--- config.mk ---
export PLATFORM = sky130hd
export DESIGN_NAME = uart_rx_byte
export DESIGN_NICKNAME = d
export VERILOG_FILES = /design/src/rtl/uart_rx_byte.sv
export SDC_FILE = /design/constraint.sdc
export NUM_CORES = 1
export LEC_CHECK = 0
export ABC_AREA = 0
export CAP_MARGIN = 0
export CORE_MARGIN = 2
export CORE_UTILIZATION = 35
export DETAILED_ROUTE_END_ITERATION = 10
export GPL_ROUTABILITY_DRIVEN = 0
export PLACE_DENSITY = 0.49
export SLEW_MARGIN = 40
export SYNTH_ARGS = -nofsm -noshare
export SYNTH_HDL_FRONTEND = slang
export SYNTH_SLANG_ARGS = --single-unit
export TNS_END_PERCENT = 30
--- constraint.sdc ---
create_clock -name clk -period 3.2 [get_ports clk]
set_clock_uncertainty 0.15 [all_clocks]
set_input_delay 0.48 -clock clk [delete_from_list [all_inputs] [get_ports clk]]
set_output_delay 0.48 -clock clk [all_outputs]
set_load 0.005 [all_outputs]
--- src/rtl/uart_rx_byte.sv ---
// 8N1 UART receiver: oversamples rxd, recovers bytes and emits a one-cycle rdata_ready
// strobe per good frame; a bad stop bit sets the sticky ferr flag.
module uart_rx_byte #(
  parameter int unsigned CLK_PER_HALF_BIT = 520
) (
  input  logic       clk,
  input  logic       rstn,
  input  logic       rxd,
  output logic [7:0] rdata,
  output logic       rdata_ready,
  output logic       ferr,
  output logic       busy
);

  localparam int unsigned H  = CLK_PER_HALF_BIT;
  localparam int unsigned B  = 2 * H;
  localparam int unsigned CW = $clog2(B);

  typedef enum logic [2:0] {IDLE, START, DATA, STOP, WAIT_HIGH} state_t;

  state_t          state;
  logic [CW-1:0]   cnt;
  logic [2:0]      idx;
  logic [7:0]      shift;
  logic            rxd_m;
  logic            rxd_s;

  // Two-flop synchronizer; resets to the idle-high line level.
  always_ff @(posedge clk) begin
    if (!rstn) begin
      rxd_m <= 1'b1;
      rxd_s <= 1'b1;
    end else begin
      rxd_m <= rxd;
      rxd_s <= rxd_m;
    end
  end

  // Frame FSM with registered outputs; the strobe is cleared every cycle unless set below.
  always_ff @(posedge clk) begin
    if (!rstn) begin
      state       <= IDLE;
      cnt         <= '0;
      idx         <= '0;
      shift       <= '0;
      rdata       <= '0;
      rdata_ready <= 1'b0;
      ferr        <= 1'b0;
      busy        <= 1'b0;
    end else begin
      rdata_ready <= 1'b0;
      case (state)
        IDLE: begin
          cnt <= '0;
          if (!rxd_s) begin
            state <= START;
            busy  <= 1'b1;
          end
        end
        START: begin
          if (cnt == CW'(H - 1)) begin
            cnt <= '0;
            idx <= '0;
            if (!rxd_s) begin
              state <= DATA;
            end else begin
              state <= IDLE;
              busy  <= 1'b0;
            end
          end else begin
            cnt <= cnt + CW'(1);
          end
        end
        DATA: begin
          if (cnt == CW'(B - 1)) begin
            cnt        <= '0;
            shift[idx] <= rxd_s;
            idx        <= idx + 3'd1;
            if (idx == 3'd7) state <= STOP;
          end else begin
            cnt <= cnt + CW'(1);
          end
        end
        STOP: begin
          // Leaving at mid stop bit lets a back-to-back start edge be caught in IDLE.
          if (cnt == CW'(B - 1)) begin
            cnt <= '0;
            if (rxd_s) begin
              rdata       <= shift;
              rdata_ready <= 1'b1;
              state       <= IDLE;
              busy        <= 1'b0;
            end else begin
              ferr  <= 1'b1;
              state <= WAIT_HIGH;
            end
          end else begin
            cnt <= cnt + CW'(1);
          end
        end
        WAIT_HIGH: begin
          cnt <= '0;
          if (rxd_s) begin
            state <= IDLE;
            busy  <= 1'b0;
          end
        end
        default: begin
          state <= IDLE;
          cnt   <= '0;
          busy  <= 1'b0;
        end
      endcase
    end
  end

endmodule

==> results.yml <==
run_status:
  outcome: "complete, no violations"
placement:
  hpwl_mm: 2.24
  portBuffers: 13
  placedCellCount: 260
synth:
  yosysWarnings: 0
  synthXorXnorAreaFrac_pct: 4.61
  synth.distinct_cells: 38
  synthSimpleGateAreaFrac_pct: 27.4
  synthAdderAreaFrac_pct: 2.78
  synth_top_family_by_area: "simple AND/OR/NAND/NOR gates"
  synth_edf_count: 0
  ys_async_sr_fraction_pct: 0
  yosys_most_used_dff: "dfxtp_1"
  synth_compound_gate_area_share_pct: 5.12
  syn_area_um2: 1710
  yosys-mux-area-fraction_pct: 11.1
  synthesis.nets: 193
  yosysSeqAreaShare_pct: 44.5
  synth-seq-cells: 38
  synth.avg_cell_area_um2: 9.14
  synthCells: 187
setup_path:
  arrival_ns: 2.14
  crit_slowest_cell: "and4_4"
  slowest_delay_ns: 0.38
  crit_chain: "ha_1 > and3b_1 > and3_1 > and4_4 > mux2i_1"
  cp_top_family: "simple AND/OR/NAND/NOR gates"
  path_buf_inv: 0
  r2r-start: "cnt[0]"
  critical_path.max_fanout: 9
  cp-start-kind: "flop"
  critPathKind: "flop to flop"
  critPathLaunch: "cnt[0]"
  required_ns: 3.27
  cp-end-kind: "flop"
worst_hold_path:
  hp-start: "rxd_m"
  hold_class: "flop to flop"
pwr:
  p_sw_mw: 0.193
  p_per_area_nw_per_um2: 501
  leakagePower_nw: 0.693
  ir_drop_mv: 0.232
  p_sw_share_pct: 19.1
  p_int_mw: 0.820
  clkPwrFrac_pct: 49.8
  power.share.sequential_pct: 47.6
  comb_power_share_pct: 2.7
finish:
  final_util_pct: 42.8
  num-nets-final: 206
  drive_gt1_share_pct: 6.47
  num_antenna_cells: 0
  layout_commonest_cell: "dfxtp_1"
  final_cell_mix: "38 x dfxtp_1, 31 x nand2_1, 19 x mux2i_1"
  syn_to_final_growth_pct: 18.4
  final_cells: 268
global_routing:
  grt_pass1_wl_mm: 5.71
  antenna_found_initial: 0
  grt_max_degree: 32
  grt_overflow_total: 0
  first_global_vias: 1183
  grt_usage_pct: 13.7
floorplanning:
  row_count: 25
  initial_utilization_pct: 36.2
  core-area_um2: 4720
  ioPinCount: 14
  die_x_um: 73.9
  die_area_um2: 5460
  die_h_um: 73.9
clock_tree:
  path_clk_slew_ns: 0.08
  ctsResizeCount: 0
  clock_latency_ns: 0.29
  cts_tree: "done"
  post-cts-setup-buffer-count: 0
  clock-sinks: 38
  cts.htree.levels: 2
  cts_root_buf: "clkbuf_8"
  holdBufCountCts: 0
  cts_made_buffers: 5
  cts.path.max_buffers: 2
run:
  maxCapViolCount: 0
sta:
  fmax_mhz: 483
  hold_viol_final: 0
  setup_viol: 0
  tightest_slew_ns: 0.448
  rsz0062_at_grt: "no"
  report.final.slew_viol_count: 0
  fin_crit_sh_pct: 64.7
  fin_crit_ns: 2.07
  timing.setup.tns_ns: 0
  slew_headroom_pct: 69.9
drt:
  ant_nets: 0
  via_per_inst: 4.82
  drt_iter0_drc: 93
  drc: 0
  finalWirelength_mm: 3.31
  wire_per_inst_um: 12.3
  vias: 1291
  firstDrtPassIters: 4
## state kept, by name (all words and copies together) (netlist names)
| name | cells |
|---|---|
| state | 3 |
| rxd_m | 1 |
| idx | 3 |
| rxd_s | 1 |
| rdata | 8 |
| rdata_ready | 1 |
| cnt | 11 |
| ferr | 1 |
| busy | 1 |
| shift | 8 |
## stage by stage
stage | total power, mW | hold WS, ns | worst slack, ns | cell area, µm²
after floorplan | 0.511 | 0.236 | 1.40 | 1710
after global placement | 0.520 | 0.248 | 1.03 | 1880
after detailed placement | 0.521 | 0.256 | 0.946 | 1880
after CTS | 1.03 | 0.278 | 1.13 | 2020
after global routing | 1.05 | 0.308 | 0.964 | 2020
final | 1.01 | 0.266 | 1.13 | 2020
## final timing paths
| path | end | slack [ns] | depth (start not counted) |
|---|---|---|---|
| worst max register to register | rdata[0] | 1.13 | 5 |
| worst min-delay path | rxd_s | 0.27 | 1 |
| worst max-delay path | rdata[0] | 1.13 | 5 |
| worst min register to register | rxd_s | 0.27 | 1 |
## synth_stat cells, types with 2 or more instances
cell / instances / area, µm²
nand2b_1: 4 / 25.0
clkbuf_1: 6 / 22.5
nor2b_1: 3 / 18.8
ha_1: 3 / 37.5
xor2_1: 4 / 35.0
nor3b_1: 3 / 22.5
and3_1: 3 / 18.8
and3b_1: 2 / 17.5
mux2i_1: 19 / 190
buf_4: 2 / 15.0
a21oi_1: 2 / 10.0
xnor2_1: 5 / 43.8
nor3_1: 6 / 30.0
nand2_1: 31 / 116
a31oi_1: 2 / 12.5
and2_1: 2 / 12.5
nand3b_1: 2 / 15.0
nor2_1: 18 / 67.6
dfxtp_1: 38 / 761
nand4_1: 4 / 25.0
inv_1: 5 / 18.8
nand3_1: 7 / 35.0
## kinds of logic (layout without fill, tap and decap cells)
logic type                 Yosys count  in the layout
and+or+nand+nor                     91             91
xor gates and xnor gates             9              9
adders and majority gates            4              4
buffers and inverters               14             28
DFF                                 38             38
AOI/OAI and AO/OA                   12             12
muxes                               19             19
## metal layers
layer	part of all wire, %	GRT usage [%]
met2	43	19.1
met3	3.6	4.66
met1	52	18.9
met4	1.4	6.26
met5	0	0
## power groups by stage
stage,sequential (mW),combinational (mW),clock (mW)
floorplan,0.490,0.0207,0
finish,0.482,0.0270,0.504
global placement,0.493,0.0271,0
global route,0.483,0.0300,0.534
detailed placement,0.493,0.0276,0
CTS,0.482,0.0276,0.517
## cell type report
type / count / area (µm²)
Fill cell: 468 / 2700
Multi-Input combinational cell: 135 / 872
Sequential cell: 38 / 761
Timing Repair Buffer: 15 / 145
Tap cell: 67 / 83.8
Clock buffer: 6 / 82.6
Clock inverter: 2 / 60.1
Inverter: 5 / 18.8
No activity file was read; power rests on OpenSTA's default activity.
